### src/rtl/uart_prog_loader.sv
// uart_prog_loader: receives a framed byte stream over an 8N1 UART and writes
// it into the instruction/data RAM from address 0 upward, holding the CPU
// halted during the transfer and pulsing cpu_start once a frame completes.
// Frame: 0x55 header, LEN byte (0 means 256), LEN data bytes, optional checksum.
// Optional feature macro: UART_LOADER_CSUM_EN (adds the trailing checksum byte,
// sum8 = LEN + data bytes mod 256, and the CSUM state that verifies it).
module uart_prog_loader #(
    parameter int CLK_HZ      = 27_000_000,
    parameter int BAUD        = 115_200,
    parameter int ADDR_W      = 8,
    parameter int TIMEOUT_CYC = CLK_HZ / 10
) (
    input  logic              clk,
    input  logic              rst_n,
    input  logic              rx,
    output logic              we,
    output logic [ADDR_W-1:0] w_addr,
    output logic [7:0]        w_data,
    output logic              cpu_halt,
    output logic              cpu_start,
    output logic              err
);

    localparam int CLKS_PER_BIT = CLK_HZ / BAUD;
    localparam int HALF_BIT     = (CLKS_PER_BIT / 2 > 0) ? CLKS_PER_BIT / 2 : 1;
    localparam int BIT_CNT_W    = $clog2(CLKS_PER_BIT + 1);
    localparam int IDLE_CNT_W   = $clog2(TIMEOUT_CYC + 1);
    localparam int LEN_W        = (ADDR_W + 1 > 9) ? ADDR_W + 1 : 9;
    localparam int MAX_LEN      = 1 << ADDR_W;

    localparam logic [BIT_CNT_W-1:0]  BIT_LAST     = BIT_CNT_W'(CLKS_PER_BIT - 1);
    localparam logic [BIT_CNT_W-1:0]  HALF_LAST    = BIT_CNT_W'(HALF_BIT - 1);
    localparam logic [IDLE_CNT_W-1:0] TIMEOUT_LAST = IDLE_CNT_W'(TIMEOUT_CYC - 1);
    localparam logic [LEN_W-1:0]      LEN_CAP      = LEN_W'(MAX_LEN);

    typedef enum logic [1:0] {
        RX_IDLE,
        RX_START,
        RX_DATA,
        RX_STOP
    } rxState_e;

    typedef enum logic [2:0] {
        ST_IDLE,
        ST_LEN,
        ST_DATA,
`ifdef UART_LOADER_CSUM_EN
        ST_CSUM,
`endif
        ST_DONE,
        ST_ABORT
    } state_e;

    // Receiver signals
    logic                 rxMeta_q, rxSync_q, rxPrev_q;
    rxState_e             rxState_q, rxState_d;
    logic [BIT_CNT_W-1:0] bitClk_q, bitClk_d;
    logic [2:0]           bitIdx_q, bitIdx_d;
    logic [7:0]           shift_q, shift_d;
    logic                 byteValid_q, byteValid_d;
    logic                 frameErr_q, frameErr_d;

    // Loader signals
    state_e                state_q, state_d;
    logic [LEN_W-1:0]      len_q, len_d;
    logic [LEN_W-1:0]      cnt_q, cnt_d;
    logic [LEN_W-1:0]      cntNext;
    logic [LEN_W-1:0]      lenDecoded;
    logic [IDLE_CNT_W-1:0] idleCnt_q, idleCnt_d;
    logic                  we_q, we_d;
    logic [ADDR_W-1:0]     wAddr_q, wAddr_d;
    logic [7:0]            wData_q, wData_d;
    logic                  halt_q, halt_d;
    logic                  start_q, start_d;
    logic                  err_q, err_d;
`ifdef UART_LOADER_CSUM_EN
    logic [7:0]            sum_q, sum_d;
`endif

    assign cntNext = cnt_q + LEN_W'(1);

    // Two-flop synchronizer plus one history flop for start-bit edge detection; idles high
    always_ff @(posedge clk or negedge rst_n) begin
        if (!rst_n) begin
            rxMeta_q <= 1'b1;
            rxSync_q <= 1'b1;
            rxPrev_q <= 1'b1;
        end else begin
            rxMeta_q <= rx;
            rxSync_q <= rxMeta_q;
            rxPrev_q <= rxSync_q;
        end
    end

    // Receiver state register
    always_ff @(posedge clk or negedge rst_n) begin
        if (!rst_n) begin
            rxState_q   <= RX_IDLE;
            bitClk_q    <= '0;
            bitIdx_q    <= '0;
            shift_q     <= '0;
            byteValid_q <= 1'b0;
            frameErr_q  <= 1'b0;
        end else begin
            rxState_q   <= rxState_d;
            bitClk_q    <= bitClk_d;
            bitIdx_q    <= bitIdx_d;
            shift_q     <= shift_d;
            byteValid_q <= byteValid_d;
            frameErr_q  <= frameErr_d;
        end
    end

    // Receiver: mid-bit sampling, glitch rejection on the start bit, stop-bit check
    always_comb begin
        rxState_d   = rxState_q;
        bitClk_d    = bitClk_q;
        bitIdx_d    = bitIdx_q;
        shift_d     = shift_q;
        byteValid_d = 1'b0;
        frameErr_d  = 1'b0;
        case (rxState_q)
            RX_IDLE: begin
                bitClk_d = '0;
                bitIdx_d = '0;
                if (rxPrev_q && !rxSync_q) begin
                    rxState_d = RX_START;
                end
            end
            RX_START: begin
                if (bitClk_q == HALF_LAST) begin
                    bitClk_d  = '0;
                    rxState_d = rxSync_q ? RX_IDLE : RX_DATA;
                end else begin
                    bitClk_d = bitClk_q + BIT_CNT_W'(1);
                end
            end
            RX_DATA: begin
                if (bitClk_q == BIT_LAST) begin
                    bitClk_d = '0;
                    shift_d  = {rxSync_q, shift_q[7:1]};
                    bitIdx_d = bitIdx_q + 3'd1;
                    if (bitIdx_q == 3'd7) begin
                        rxState_d = RX_STOP;
                    end
                end else begin
                    bitClk_d = bitClk_q + BIT_CNT_W'(1);
                end
            end
            RX_STOP: begin
                if (bitClk_q == BIT_LAST) begin
                    bitClk_d    = '0;
                    byteValid_d = rxSync_q;
                    frameErr_d  = !rxSync_q;
                    rxState_d   = RX_IDLE;
                end else begin
                    bitClk_d = bitClk_q + BIT_CNT_W'(1);
                end
            end
            default: rxState_d = RX_IDLE;
        endcase
    end

    // LEN byte decode: 0 stands for 256, and never more than the RAM holds
    always_comb begin
        lenDecoded = (shift_q == 8'h00) ? LEN_W'(256) : LEN_W'(shift_q);
        if (lenDecoded > LEN_CAP) begin
            lenDecoded = LEN_CAP;
        end
    end

    // Loader state and registered outputs
    always_ff @(posedge clk or negedge rst_n) begin
        if (!rst_n) begin
            state_q   <= ST_IDLE;
            len_q     <= '0;
            cnt_q     <= '0;
            idleCnt_q <= '0;
            we_q      <= 1'b0;
            wAddr_q   <= '0;
            wData_q   <= '0;
            halt_q    <= 1'b0;
            start_q   <= 1'b0;
            err_q     <= 1'b0;
`ifdef UART_LOADER_CSUM_EN
            sum_q     <= '0;
`endif
        end else begin
            state_q   <= state_d;
            len_q     <= len_d;
            cnt_q     <= cnt_d;
            idleCnt_q <= idleCnt_d;
            we_q      <= we_d;
            wAddr_q   <= wAddr_d;
            wData_q   <= wData_d;
            halt_q    <= halt_d;
            start_q   <= start_d;
            err_q     <= err_d;
`ifdef UART_LOADER_CSUM_EN
            sum_q     <= sum_d;
`endif
        end
    end

    // Frame parser: header hunt, length, data writes, optional checksum, timeout/abort
    always_comb begin
        state_d   = state_q;
        len_d     = len_q;
        cnt_d     = cnt_q;
        idleCnt_d = '0;
        we_d      = 1'b0;
        wAddr_d   = wAddr_q;
        wData_d   = wData_q;
        halt_d    = halt_q;
        start_d   = 1'b0;
        err_d     = err_q;
`ifdef UART_LOADER_CSUM_EN
        sum_d     = sum_q;
`endif
        if (state_q != ST_IDLE && state_q != ST_DONE && state_q != ST_ABORT && !byteValid_q) begin
            idleCnt_d = idleCnt_q + IDLE_CNT_W'(1);
        end
        case (state_q)
            ST_IDLE: begin
                if (byteValid_q && shift_q == 8'h55) begin
                    state_d = ST_LEN;
                    err_d   = 1'b0;
                    halt_d  = 1'b1;
                end
            end
            ST_LEN: begin
                if (frameErr_q || (!byteValid_q && idleCnt_q == TIMEOUT_LAST)) begin
                    state_d = ST_ABORT;
                end else if (byteValid_q) begin
                    len_d   = lenDecoded;
                    cnt_d   = '0;
                    state_d = ST_DATA;
`ifdef UART_LOADER_CSUM_EN
                    sum_d   = shift_q;
`endif
                end
            end
            ST_DATA: begin
                if (frameErr_q || (!byteValid_q && idleCnt_q == TIMEOUT_LAST)) begin
                    state_d = ST_ABORT;
                end else if (byteValid_q) begin
                    we_d    = 1'b1;
                    wAddr_d = cnt_q[ADDR_W-1:0];
                    wData_d = shift_q;
                    cnt_d   = cntNext;
`ifdef UART_LOADER_CSUM_EN
                    sum_d   = sum_q + shift_q;
                    if (cntNext == len_q) begin
                        state_d = ST_CSUM;
                    end
`else
                    if (cntNext == len_q) begin
                        state_d = ST_DONE;
                    end
`endif
                end
            end
`ifdef UART_LOADER_CSUM_EN
            ST_CSUM: begin
                if (frameErr_q || (!byteValid_q && idleCnt_q == TIMEOUT_LAST)) begin
                    state_d = ST_ABORT;
                end else if (byteValid_q) begin
                    state_d = (shift_q == sum_q) ? ST_DONE : ST_ABORT;
                end
            end
`endif
            ST_DONE: begin
                start_d = 1'b1;
                halt_d  = 1'b0;
                state_d = ST_IDLE;
            end
            ST_ABORT: begin
                err_d   = 1'b1;
                state_d = ST_IDLE;
            end
            default: state_d = ST_IDLE;
        endcase
    end

    assign we        = we_q;
    assign w_addr    = wAddr_q;
    assign w_data    = wData_q;
    assign cpu_halt  = halt_q;
    assign cpu_start = start_q;
    assign err       = err_q;

endmodule

### config.mk
export PLATFORM = sky130hd
export DESIGN_NAME = uart_prog_loader
export DESIGN_NICKNAME = d
export VERILOG_FILES = /design/src/rtl/uart_prog_loader.sv
export SDC_FILE = /design/constraint.sdc
export NUM_CORES = 1
export LEC_CHECK = 0
export ABC_CLOCK_PERIOD_IN_PS = 2300
export BUFFER_PORTS_ARGS = -buffer_cell sky130_fd_sc_hd__buf_2
export CORE_MARGIN = 2
export CORE_UTILIZATION = 50
export DETAILED_ROUTE_END_ITERATION = 6
export GPL_ROUTABILITY_DRIVEN = 0
export GPL_TIMING_DRIVEN = 0
export HOLD_SLACK_MARGIN = 0.03
export PLACE_DENSITY_LB_ADDON = 0.2
export SYNTH_ARGS = -nofsm -noshare
export SYNTH_HDL_FRONTEND = slang
export SYNTH_SLANG_ARGS = --single-unit
### constraint.sdc
create_clock -name clk -period 2.3 [get_ports clk]
set_clock_uncertainty 0.1 [all_clocks]
set_input_delay 0.115 -clock clk [delete_from_list [all_inputs] [get_ports clk]]
set_output_delay 0.115 -clock clk [all_outputs]
set_load 0.005 [all_outputs]
==> impl_table.tex, run 1 <==
\begin{tabular}{lr}
\hline
Metric & Value \\
\hline
\multicolumn{2}{l}{\textbf{Status}} \\
Result of the run & completed \\
\multicolumn{2}{l}{\textbf{Clock network}} \\
Clock buffer depth & 2 \\
CTS buffer count & 9 \\
Clock latency on the worst-skew pair & 0.35 ns \\
Number of buffers added for setup after CTS & 0 \\
Clock-pin slew reported for the worst setup and hold paths after clock tree synthesis & roughly 0.090 ns \\
Number of sinks handled by clock tree synthesis & 89 \\
TritonCTS clock tree & built \\
CTS Root Buffer Type & clkbuf\_8 \\
Maximum level of the CTS H-tree & 3 \\
\multicolumn{2}{l}{\textbf{Global routing}} \\
Via count of the first global-routing pass & roughly 2900 \\
Global router's overall resource usage & 19.0\% \\
Maximum number of pins on one net before global-route repair & 67 \\
Global-route wire length before repair & 13500 um \\
Antenna violations before repair & 0 \\
Total overflow reported by the global router & 0 \\
\multicolumn{2}{l}{\textbf{Power and ir drop}} \\
Power density over cell area & 600 nW/um\^{}2 \\
Peak supply drop & 0.382 mV \\
Proportion of power drawn by combinational gates & 7.8\% \\
Switching part of the total power & 24.9\% \\
Net Switching & 706 uW \\
Fraction of power consumed by sequential logic & a little under 60\% \\
Share of total power in the clock network & 33.6\% \\
Cell-internal power & 2.12 mW \\
Final total power & 2.83 mW \\
Standby leakage power & around 2.2 nW \\
\multicolumn{2}{l}{\textbf{Final layout}} \\
Number of nets in the layout & $\sim$460 \\
Count of inserted antenna diode cells & 0 \\
Number of standard cells in the final layout excluding fillers & 561 \\
Most frequent cells in the layout & dfrtp\_1 (85), nand2\_1 (70), nor2\_1 (47), nand3\_1 (25), buf\_2 (25) \\
Area growth from synthesis to final layout & 11.0\% \\
Most common cell after layout, fill and taps aside & dfrtp\_1 \\
Cell area after layout & roughly 4700 sq um \\
Layout cells sized above 1 & 16.0\% \\
Final core area utilization & 57.4\% \\
\multicolumn{2}{l}{\textbf{Timing}} \\
FMAX & 0.477 GHz \\
Slew @ Worst Pin & about 0.46 ns \\
Worst slack on hold paths & 0.109 ns \\
Slew Limit Headroom & 69.3\% \\
Total Negative Setup Slacks & 0 ns \\
Period utilisation layout & 91.2\% \\
Final count of hold timing violations & 0 \\
Number of max-slew violations in the final report & 0 \\
Unrepaired setup endpoints after global routing & no \\
Total setup violations reported at the end of the flow & 0 \\
Final worst setup slack & 0.203 ns \\
Final period demand of the worst path & roughly 2.1 ns \\
\multicolumn{2}{l}{\textbf{Placement}} \\
Placed instance count & 543 \\
Worst setup slack before clock tree synthesis & 0.130 ns \\
Area after DPL & around 4500 sq um \\
PortBufs & 22 \\
Final HPWL from detailed placement & approximately 5700 um \\
\multicolumn{2}{l}{\textbf{Synth}} \\
Sequential cell area fraction in the yosys report & a little over half \\
Primary FF master, synth & dfrtp\_1 \\
Post-synthesis cell count & around 420 \\
Share of flip-flops with an asynchronous set or reset & 100\% \\
Syn. warnings & 0 \\
Post-synthesis register bit count & 89 \\
Syn avg cell area & 10.2 sq um \\
Synthesized area & 4250 sq um \\
Distinct cell type count of the synthesized netlist & 55 \\
Net count after synthesis & 425 \\
Post-synth EDFFs & 0 \\
\multicolumn{2}{l}{\textbf{Routing}} \\
WL final & 7970 um \\
DRT iter0 DRCs & roughly 120 \\
Average routed wire per standard cell & 14.2 um \\
Routed via count & 3026 \\
First drt pass iteration count & 4 \\
DRC Markers & 0 \\
Via density per instance & 5.39 \\
Remaining antenna violation count after routing & 0 \\
\multicolumn{2}{l}{\textbf{Worst hold path}} \\
Hold Path Class & primary input to async pin \\
\multicolumn{2}{l}{\textbf{Critical path}} \\
Beginning of the critical path & cnt\_q[1] \\
Arrival time of data at the critical path endpoint & 2.25 ns \\
Maximum fanout along the worst path & 8 \\
Worst Path Required & 2.45 ns \\
Setup slack, reg-to-reg & 0.20 ns \\
Worst Setup Start Kind & flop \\
Startpoint of the most critical register-to-register path & cnt\_q[1] \\
Worst r2r dst & state\_q[0] \\
FF-to-FF path depth & 7 \\
Endpoint type of the worst setup path & flop \\
Critical path type & flop to flop \\
\multicolumn{2}{l}{\textbf{Floorplan}} \\
Die ar. & 9250 sq um \\
Top-level I/O count & 23 \\
Initial Util & 51.7\% \\
Height of the chip & 96.2 um \\
Horizontal die dimension & 96.2 um \\
FP Rows & 33 \\
Core footprint & 8220 sq um \\
\multicolumn{2}{l}{\textbf{Run}} \\
Max-cap violation count & 0 \\
\hline
\end{tabular}
[cells by family after synthesis]
logic type,after synthesis,synth area share [%]
and+or+nand+nor,203,23.7
buffers and inverters,24,2.89
adders and majority gates,7,2.06
DFF,89,52.5
AOI/OAI and AO/OA,39,6.80
muxes,18,4.86
xor gates and xnor gates,35,7.22
[flip-flops by register name (all words and copies together) (netlist names), named ones only]
name,count
frameErr_q,1
state_q,3
bitClk_q,8
cnt_q,9
cpu_halt,1
err,1
shift_q,8
rxSync_q,1
rxMeta_q,1
idleCnt_q,22
rxPrev_q,1
w_data,8
we,1
byteValid_q,1
len_q,9
rxState_q,1
cpu_start,1
bitIdx_q,3
w_addr,8
[critical path, stage by stage (launching register included)]
cell and delay [ns]:
dfrtp_2 0.47, ha_2 0.23, and3_1 0.18, clkbuf_1 0.16, o31a_1 0.31, o221ai_2 0.18
nand4b_1 0.14, a221oi_2 0.24
[cell usage after synthesis, types with 2 or more instances]
| library cell | number | area share (%) |
|---|---|---|
| a21oi_1 | 6 | 0.71 |
| a22o_1 | 4 | 0.82 |
| a31oi_1 | 2 | 0.29 |
| and2_1 | 3 | 0.44 |
| and3_1 | 10 | 1.5 |
| and4_1 | 3 | 0.62 |
| buf_2 | 4 | 0.47 |
| buf_4 | 3 | 0.53 |
| buf_6 | 2 | 0.53 |
| clkbuf_1 | 7 | 0.62 |
| dfrtp_1 | 86 | 51 |
| dfstp_2 | 3 | 1.9 |
| ha_1 | 7 | 2.1 |
| inv_1 | 7 | 0.62 |
| mux2_1 | 8 | 2.1 |
| mux2_2 | 9 | 2.4 |
| nand2_1 | 70 | 6.2 |
| nand2b_1 | 7 | 1.0 |
| nand3_1 | 25 | 2.9 |
| nand4_1 | 7 | 1.0 |
| nor2_1 | 47 | 4.2 |
| nor2b_1 | 5 | 0.74 |
| nor3_1 | 4 | 0.47 |
| nor4_1 | 5 | 0.74 |
| nor4b_1 | 2 | 0.41 |
| o211ai_1 | 3 | 0.53 |
| o21ai_0 | 9 | 1.1 |
| o31a_1 | 2 | 0.41 |
| o31ai_1 | 3 | 0.53 |
| or3_1 | 4 | 0.59 |
| xnor2_1 | 19 | 3.9 |
| xor2_1 | 16 | 3.3 |
[worst max-delay path by stage]
stage                       to  slack (ns)  cells past startpoint
floorplan           state_q[0]        0.35                      7
global placement    state_q[0]        0.15                      7
detailed placement  state_q[0]        0.13                      7
CTS                 state_q[0]        0.12                      7
global route        state_q[0]        0.08                      7
finish              state_q[0]        0.20                      7
[power by group through the flow]
stage | Sequential, mW | Clock (mW) | Combinational, mW
4_1_cts | 1.66 | 1.00 | 0.230
3_5_place_dp | 1.69 | 0 | 0.227
5_1_grt | 1.67 | 1.06 | 0.256
3_3_place_gp | 1.69 | 0 | 0.214
2_1_floorplan | 1.68 | 0 | 0.154
6_report | 1.66 | 0.952 | 0.222
[repair_timing]
action,in CTS,in global routing
endpoints found under the setup margin,0,1
hold endpoints to repair,87,0
gates resized for setup,0,2
hold buffers,2,0
[layout make-up]
class | count | area, sq um
tap | 105 | 131
multi-input combinational | 302 | 1900
sequential | 89 | 2230
inverter | 7 | 26.3
buffer | 17 | 96.3
clock buffer | 12 | 145
timing repair buffer | 25 | 160
fill | 705 | 3500
clock inverter | 4 | 28.8
[metal layers]
layer	wire, um	up-vias	global-route usage [%]
li1	-	1501	-
met1	3930	1488	25.8
met2	3800	35	30.2
met3	184	2	3.99
met4	54	0	6.79
met5	0	-	0
No activity file was read; power rests on OpenSTA's default activity.
==> run 2, diff against run 1 <==
--- a/config.mk
+++ b/config.mk
@@ -14,6 +14,7 @@
 export GPL_TIMING_DRIVEN = 0
 export HOLD_SLACK_MARGIN = 0.03
 export PLACE_DENSITY_LB_ADDON = 0.2
+export REMOVE_ABC_BUFFERS = 1
 export SYNTH_ARGS = -nofsm -noshare
 export SYNTH_HDL_FRONTEND = slang
 export SYNTH_SLANG_ARGS = --single-unit
==> impl_table.tex, run 2 (synthesis results as in run 1) <==
\begin{tabular}{lr}
\hline
Metric & Value \\
\hline
\multicolumn{2}{l}{\textbf{Status}} \\
Result of the run & completed \\
\multicolumn{2}{l}{\textbf{Clock network}} \\
CTS Root Buffer Type & clkbuf\_8 \\
Number of sinks handled by clock tree synthesis & 89 \\
CTS buffer count & 9 \\
Clock latency on the worst-skew pair & 0.36 ns \\
Maximum level of the CTS H-tree & 3 \\
Clock buffer depth & 2 \\
TritonCTS clock tree & built \\
Number of buffers added for setup after CTS & 0 \\
Clock-pin slew reported for the worst setup and hold paths after clock tree synthesis & 0.09 ns \\
\multicolumn{2}{l}{\textbf{Floorplan}} \\
Height of the chip & 96.2 um \\
Top-level I/O count & 23 \\
Core footprint & 8220 sq um \\
Horizontal die dimension & 96.2 um \\
FP Rows & 33 \\
Die ar. & approximately 9200 sq um \\
Initial Util & 51.7\% \\
\multicolumn{2}{l}{\textbf{Placement}} \\
Worst setup slack before clock tree synthesis & -0.603 ns \\
Area after DPL & 4420 sq um \\
Final HPWL from detailed placement & 5120 um \\
PortBufs & 22 \\
Placed instance count & between 500 and 600 \\
\multicolumn{2}{l}{\textbf{Critical path}} \\
Endpoint type of the worst setup path & flop \\
Worst Setup Start Kind & flop \\
Critical path type & flop to flop \\
Delay of the slowest critical-path stage & 0.49 ns \\
Arrival time of data at the critical path endpoint & 2.26 ns \\
Kind of cell adding the most delay to the critical path & simple AND/OR/NAND/NOR gates \\
Critical path, cell by cell & ha\_2 -> nand2b\_1 -> or3\_1 -> a211oi\_2 -> nand4b\_1 -> a221oi\_2 \\
Crit-path slowest cell & dfrtp\_1 \\
Worst Path Required & 2.48 ns \\
Crit path buffers/inverters & 0 \\
Maximum fanout along the worst path & 8 \\
\multicolumn{2}{l}{\textbf{Final layout}} \\
Number of standard cells in the final layout excluding fillers & 545 \\
Count of inserted antenna diode cells & 0 \\
Most common cell after layout, fill and taps aside & dfrtp\_1 \\
Area growth from synthesis to final layout & 10.5\% \\
Max reg flops & 22 \\
Largest Register & idleCnt\_q \\
Largest registers & idleCnt\_q x22, cnt\_q x9, len\_q x9 \\
Final core area utilization & 57.1\% \\
Most frequent cells in the layout & dfrtp\_1 (85), nand2\_1 (70), nor2\_1 (47), nand3\_1 (24), buf\_2 (21) \\
Layout cells sized above 1 & about 15\% \\
Cell area after layout & 4690 sq um \\
Number of nets in the layout & 445 \\
Filler cell count in the final layout & 713 \\
\multicolumn{2}{l}{\textbf{Routing}} \\
Average routed wire per standard cell & 14.2 um \\
DRT iter0 DRCs & 89 \\
Remaining antenna violation count after routing & 0 \\
WL final & 7760 um \\
DRC Markers & 0 \\
Routed via count & 2996 \\
First drt pass iteration count & 4 \\
Via density per instance & 5.50 \\
\multicolumn{2}{l}{\textbf{Timing}} \\
FMAX & between 0.4 and 0.5 GHz \\
Slew @ Worst Pin & 0.732 ns \\
Slew Limit Headroom & 51.2\% \\
Final count of hold timing violations & 0 \\
Total Negative Setup Slacks & 0 ns \\
Unrepaired setup endpoints after global routing & no \\
Total setup violations reported at the end of the flow & 0 \\
Final worst setup slack & 0.222 ns \\
Worst slack on hold paths & 0.0947 ns \\
Final period demand of the worst path & 2.08 ns \\
Period utilisation layout & 90.3\% \\
Number of max-slew violations in the final report & 0 \\
\multicolumn{2}{l}{\textbf{Global routing}} \\
Global-route wire length before repair & 13400 um \\
Maximum number of pins on one net before global-route repair & 65 \\
Antenna violations before repair & 0 \\
Global router's overall resource usage & 19.0\% \\
Total overflow reported by the global router & 0 \\
Via count of the first global-routing pass & roughly 2800 \\
\multicolumn{2}{l}{\textbf{Power and ir drop}} \\
Peak supply drop & 0.429 mV \\
Final total power & 3.06 mW \\
Power density over cell area & 653 nW/um\^{}2 \\
Standby leakage power & around 2.2 nW \\
\multicolumn{2}{l}{\textbf{Run}} \\
Max-cap violation count & 0 \\
\multicolumn{2}{l}{\textbf{Worst hold path}} \\
Hold Path Class & primary input to async pin \\
\hline
\end{tabular}
==> run 2: cell count changes in the layout (fill, tap and decap cells not counted), sizes merged <==
cell / before / now
clkbuf: 20 / 12
buf: 32 / 23
bufinv: 0 / 2
inv: 7 / 6
clkinvlp: 2 / 3
clkinv: 2 / 1
==> run 2: what timing repair did <==
item | 4_1_cts | 5_1_grt
hold buffers | 2 | 0
gates resized for setup | 2 | 5
endpoints found under the hold margin | 87 | 0
gates cloned | 0 | 1
setup endpoints to repair | 21 | 17
==> run 2: area by class of cell <==
class / instances / area, sq um / area share [%]
Clock inverter: 4 / 76.3 / 1.63
Clock buffer: 12 / 145 / 3.09
Timing Repair inverter: 1 / 7.51 / 0.160
Timing Repair Buffer: 25 / 160 / 3.41
Multi-Input combinational cell: 302 / 1910 / 40.7
Tap cell: 105 / 131 / 2.80
Sequential cell: 89 / 2230 / 47.6
Inverter: 7 / 30.0 / 0.640
==> run 2: final timing paths <==
check                               from         end  slack, ns  depth (start not counted)
worst max-delay path            cnt_q[1]  state_q[0]       0.22                          6
worst min-delay path               rst_n   w_addr[1]       0.09                          2
worst max register to register  cnt_q[1]  state_q[0]       0.22                          6
worst min register to register  rxMeta_q    rxSync_q       0.26                          0
max in group asynchronous          rst_n    rxMeta_q       1.34                          3
min in group clk                rxMeta_q    rxSync_q       0.26                          0
==> run 2: layer usage <==
metal | up-vias | GRT usage [%] | share of wire (%) | routed length, um
li1 | 1470 | - | - | -
met1 | 1467 | 24.7 | 46 | 3590
met4 | 0 | 9.05 | 3.0 | 233
met5 | - | 0 | 0 | 0
met3 | 16 | 4.78 | 3.5 | 275
met2 | 43 | 29.7 | 47 | 3660
==> run 2: power by group <==
part           internal (mW)  total (mW)  switching (mW)
Sequential              1.61        1.66          0.0486
Combinational         0.0836       0.208           0.124
Clock                  0.645        1.20           0.556
